## src/rtl/pc_fetch.sv

```systemverilog
// Instruction fetch stage: PC sequencing plus the IF/ID pipeline register.
// Optional macro FETCH_ALIGN_CHECK_EN adds fetch_err and traps misaligned branch targets.
module pc_fetch #(
  parameter logic [31:0] RESET_PC = 32'h0000_0000
) (
  input  logic        clk,
  input  logic        rst,
  input  logic        stall_if,
  input  logic        stall_id,
  input  logic        branch_flag,
  input  logic [31:0] branch_target,
  input  logic        flush,
  input  logic [31:0] new_pc,
  input  logic [31:0] inst_i,
  output logic        ce,
  output logic [31:0] pc,
  output logic [31:0] id_pc,
  output logic [31:0] id_inst
`ifdef FETCH_ALIGN_CHECK_EN
  ,
  output logic        fetch_err
`endif
);

  localparam logic [31:0] ALIGN_MASK = 32'hFFFF_FFFC;

  typedef struct packed {
    logic [31:0] pc;
    logic [31:0] inst;
  } ifid_t;

  ifid_t       ifid_q, ifid_d;
  logic [31:0] pc_d;
  logic        br_take;
  logic        br_misal;

  // A branch is only honoured once fetch is running and nothing outranks it.
  assign br_take = ce && !flush && !stall_if && branch_flag;

`ifdef FETCH_ALIGN_CHECK_EN
  assign br_misal = br_take && (branch_target[1:0] != 2'b00);
`else
  assign br_misal = 1'b0;
`endif

  always_comb begin
    pc_d = pc + 32'd4;
    if (!ce)                        pc_d = RESET_PC;
    else if (flush)                 pc_d = new_pc & ALIGN_MASK;
    else if (stall_if)              pc_d = pc;
    else if (br_take && !br_misal)  pc_d = branch_target & ALIGN_MASK;
  end

  // Bubbles zero the whole IF/ID entry; a stalled decode keeps its entry.
  always_comb begin
    ifid_d = ifid_q;
    if (flush || br_misal || (stall_if && !stall_id)) begin
      ifid_d = '0;
    end else if (!stall_if) begin
      ifid_d.pc   = pc;
      ifid_d.inst = ce ? inst_i : 32'h0;
    end
  end

  always_ff @(posedge clk or negedge rst) begin
    if (!rst) begin
      ce     <= 1'b0;
      pc     <= RESET_PC;
      ifid_q <= '0;
    end else begin
      ce     <= 1'b1;
      pc     <= pc_d;
      ifid_q <= ifid_d;
    end
  end

`ifdef FETCH_ALIGN_CHECK_EN
  always_ff @(posedge clk or negedge rst) begin
    if (!rst) fetch_err <= 1'b0;
    else      fetch_err <= br_misal;
  end
`endif

  assign id_pc   = ifid_q.pc;
  assign id_inst = ifid_q.inst;

endmodule

```

## config.mk

```make
export PLATFORM = sky130hd
export DESIGN_NAME = pc_fetch
export DESIGN_NICKNAME = d
export VERILOG_FILES = /design/src/rtl/pc_fetch.sv
export SDC_FILE = /design/constraint.sdc
export NUM_CORES = 1
export LEC_CHECK = 0
export BUFFER_PORTS_ARGS = -buffer_cell sky130_fd_sc_hd__buf_2
export CORE_MARGIN = 3
export CORE_UTILIZATION = 48
export DETAILED_ROUTE_END_ITERATION = 8
export PLACE_DENSITY_LB_ADDON = 0.25
export SYNTH_ARGS = -nofsm -noshare
export SYNTH_HDL_FRONTEND = slang
export SYNTH_SLANG_ARGS = --single-unit
```

## constraint.sdc

```tcl
create_clock -name clk -period 3.1 [get_ports clk]
set_clock_uncertainty 0.1 [all_clocks]
set_input_delay 0.31 -clock clk [delete_from_list [all_inputs] [get_ports clk]]
set_output_delay 0.31 -clock clk [all_outputs]
set_load 0.02 [all_outputs]
```

# After elaboration in Yosys (flattened, before gate mapping)
# Cells that the tools add are included.
# Widths: inputs -> output; s select.
# classes
add_sub_neg	1
eq_ne	2
muxes	7
reduce_logical	8
# op_table
cell	count
$mux 32	5
$mux 64	2
$add 32x3->32 const B	1
$logic_and 1x1->1	4
$logic_not 1->1	3
$ne 3x3->1 const B	1
$ne 2x1->1 const B	1
$logic_or 1x1->1	1
# totals
ff_bits	97
in_bits	102
output_inout_bits	97
elab_cells	22

# Longest topological paths before layout
# depth
word_depth	8
depth_mapped	7
mapped_depth_nobuf	6

# Worst setup path after synthesis
# Ideal clock, no wire load.
# synth_timing
path_type	register to register
start	register pc[2]
end	register pc[26]
setup_time_ns	0.122
arrival_time_ns	2.125
required_time_ns	2.878
slack_ns	0.754
path_stages_with_launch	8
path_buffers	1
synth_period_minus_slack_ns	2.346
path_cell_list	dfrtp_1 > ha_1 > and4_1 > buf_2 > nand2_1 > or4_1 > a31o_2 > a32o_1
# synth_via
elab_chain_cells	5
# synth_lines
element	line	source
start: declaration	16	output logic [31:0] pc,
start signal: assignment	72	pc <= pc_d;
$add 32x3->32	47	pc_d = pc + 32'd4;
$mux 32	51	else if (br_take && !br_misal) pc_d = branch_target & ALIGN_MASK;
$mux 32	50	else if (stall_if) pc_d = pc;
$mux 32	49	else if (flush) pc_d = new_pc & ALIGN_MASK;
$mux 32	48	if (!ce) pc_d = RESET_PC;
# No other way between the ends. The select of a mux whose other input is x is not followed.
# A chain may end at the register's enable or synchronous reset.

# Worst setup path in the final report
# Ends and elaborated chain as after synthesis.

==> flow_summary.yaml <==
status:
  status: "finished, final reports clean"
floorplanning:
  die-area_sq_mm: 0.0110
  die_w_um: 105
  fp.dieH_um: 105
  ios: 199
  start_util: 0.502
  core-area_sq_mm: 0.00937
  num_rows: 35
route:
  drc_errors: 0
  wire_per_inst_um: 18.9
  vias: 4608
  dr.pass1.iters: 5
  ant_nets: 0
  avgViaCountPerCell: 5.91
  drt_iter0_drc: 373
  drt_wl_total_um: 14800
logic_synthesis:
  synth_xor_area_frac: 0.0149
  syn_area_sq_mm: 0.00471
  synth_flop_cell: "dfrtp_1"
  yosys.area_share.simple: 0.163
  synth_top_family_by_area: "compound AO/OA/AOI/OAI gates"
  async_flop_share: 1.00
  synth.distinct_cells: 56
  synth_seq_cells: 93
  synthMuxAreaShare: 0.00904
  postSynthCellCount: 477
  synth-compound-area-share: 0.265
  synth_edf_count: 0
  synthAdderAreaFrac: 0.00266
  postSynthAreaPerCell_sq_um: 9.87
  yosysWarnings: 0
  synth-seq-area-share: 0.494
grt:
  track_usage: 0.271
  grt_pass1_wl_um: 24000
  grt_max_degree: 63
  antenna_found_initial: 0
  overflow: 0
  grt_pass1_vias: 4519
final_layout:
  layout-drive-gt1-share: 0.356
  areaGrowthSynthToFinish_pct: 26.5
  utilization: 0.636
  n_antenna_cell: 0
  final_cells: 780
  n_fill_cell: 828
  nets: 749
  multi_input_area_sq_mm: 0.00217
  final_area_sq_mm: 0.00596
  regArea_sq_mm: 0.00233
sta:
  finalCriticalPeriod_ns: 2.55
  hold_viol: 0
  max_slew.worst_pin.slew_ns: 0.695
  setup_viol: 0
  fin_setup_tns_ns: 0
  layout_setup_ws_ns: 0.547
  finalCritPeriodShare: 0.824
  rsz0062_at_grt: "no"
  relSlewSlack: 0.534
  fin_hold_ws_ns: 0.0494
  fmax_mhz: 392
  report.final.slew_viol_count: 0
min_path:
  min_path_type: "in2reg"
clocking:
  clock-sinks: 93
  h-tree-depth: 3
  post-cts-setup-buffers: 0
  cts_made_buffers: 9
  root_buffer: "clkbuf_8"
  clk_pin_slew_ns: 0.10
  clock_path_buffers: 2
  worstSkewPairLatency_ns: 0.37
  cts_tree: "built"
place:
  dp_hpwl_um: 10400
  place.gp.congestion: 0.877
  placed_area_sq_mm: 0.00573
  place_inst: 763
  place_ws_ns: 0.627
  io_buffers: 190
power:
  power.density_mw_per_mm2: 450
  p_total_mw: 2.68
  vdd_drop_max_uv: 223
  leakagePower_nw: 3.09
setup_path:
  cp-end-kind: "register"
  cp-start-kind: "register"
  worstPathRequired_ns: 3.27
  critPathMaxFanout: 9
  critical_path_class: "reg2reg"
  cp.arrival_ns: 2.72
run:
  drv_cap: 0
==> critical path, cell delays in order (launching register included) <==
cell,delay [ns]
dfrtp_1,0.47
ha_1,0.29
and4_1,0.44
nand2_1,0.14
or4_1,0.56
a31o_2,0.25
a32o_1,0.19
==> power by group <==
group	switching, mW	leakage (nW)	internal (mW)
Sequential	0.0755	1.26	1.26
Combinational	0.266	1.72	0.169
Clock	0.446	0.110	0.457
==> synthesized netlist by cell type (all sizes together) (7+ instances only) <==
| cell type | instances | share of area |
|---|---|---|
| nor3 | 7 | 0.0074 |
| inv | 7 | 0.0056 |
| a22o | 66 | 0.12 |
| nand4 | 15 | 0.023 |
| clkbuf | 29 | 0.023 |
| nand2 | 57 | 0.045 |
| o21ai | 34 | 0.036 |
| a21oi | 18 | 0.019 |
| buf | 17 | 0.021 |
| nor2 | 21 | 0.017 |
| nand3 | 12 | 0.013 |
| o22ai | 8 | 0.011 |
| dfrtp | 93 | 0.49 |
==> placed cells by master (no fill, tap or decap), types with 3 or more instances in the layout <==
cell         n
a31oi_1      6
nand2_1     57
nand2b_1     4
conb_1       5
nand4_1     13
a21oi_1     18
nand3_1     12
o22ai_1      8
nor2_1      20
buf_2      189
a22o_1      66
o2bb2ai_1    4
nor3_1       6
a31o_2       3
dfrtp_1     93
xor2_1       3
a32o_1       4
inv_1        7
a211o_1      3
o21ai_0     34
nor3b_1      4
and4_1       6
a21o_1       6
xnor2_1      5
buf_4       10
o221ai_1     4
clkbuf_8     9
and3_1       4
nor4_1       3
==> flip-flops by register name (all words and copies together), names as in the netlist <==
register	flops
id_pc	30
id_inst	32
pc	30
ce	1
==> worst paths after layout <==
check,startpoint,to,slack (ns),depth (start not counted)
worst max-delay path,pc[2]$_DFFE_PN0P_,pc[26]$_DFFE_PN0P_,0.55,6
worst min-delay path,inst_i[30],id_inst[30]$_DFFE_PN0P_,0.05,2
worst max register to register,pc[2]$_DFFE_PN0P_,pc[26]$_DFFE_PN0P_,0.55,6
worst min register to register,id_inst[21]$_DFFE_PN0P_,id_inst[21]$_DFFE_PN0P_,0.41,1
max in group asynchronous,rst,pc[31]$_DFFE_PN0P_,1.84,3
min in group asynchronous,rst,id_inst[10]$_DFFE_PN0P_,0.36,2
==> timing repair <==
| item | 4_1_cts | 5_1_grt |
|---|---|---|
| resized for setup | 0 | 0 |
| hold endpoints to repair | 45 | 0 |
| hold buffers | 1 | 0 |
==> kinds of logic (layout without fill, tap and decap cells) <==
logic type / after synthesis / count (layout)
flip-flops: 93 / 93
other: 2 / 5
adder cells (fa/ha/maj): 1 / 1
buffers and inverters: 53 / 224
multiplexers: 4 / 4
AND/OR/NAND/NOR: 147 / 147
XOR/XNOR: 8 / 8
AO/OA/AOI/OAI: 169 / 169
==> final cells by class <==
type / count / area share
sequential: 93 / 0.391
multi-input combinational: 334 / 0.365
timing repair buffer: 201 / 0.176
tap: 129 / 0.0271
clock buffer: 9 / 0.0208
clock inverter: 7 / 0.0160
inverter: 7 / 0.00441
==> metal layers <==
metal	part of all wire	up-vias	wire (um)	GRT usage
met1	0.43	2206	6370	0.370
met5	0	-	0	0
met3	0.081	30	1190	0.0463
met4	0.021	0	316	0.112
li1	-	2120	-	-
met2	0.47	252	6880	0.429
No activity file was read; power rests on OpenSTA's default activity.
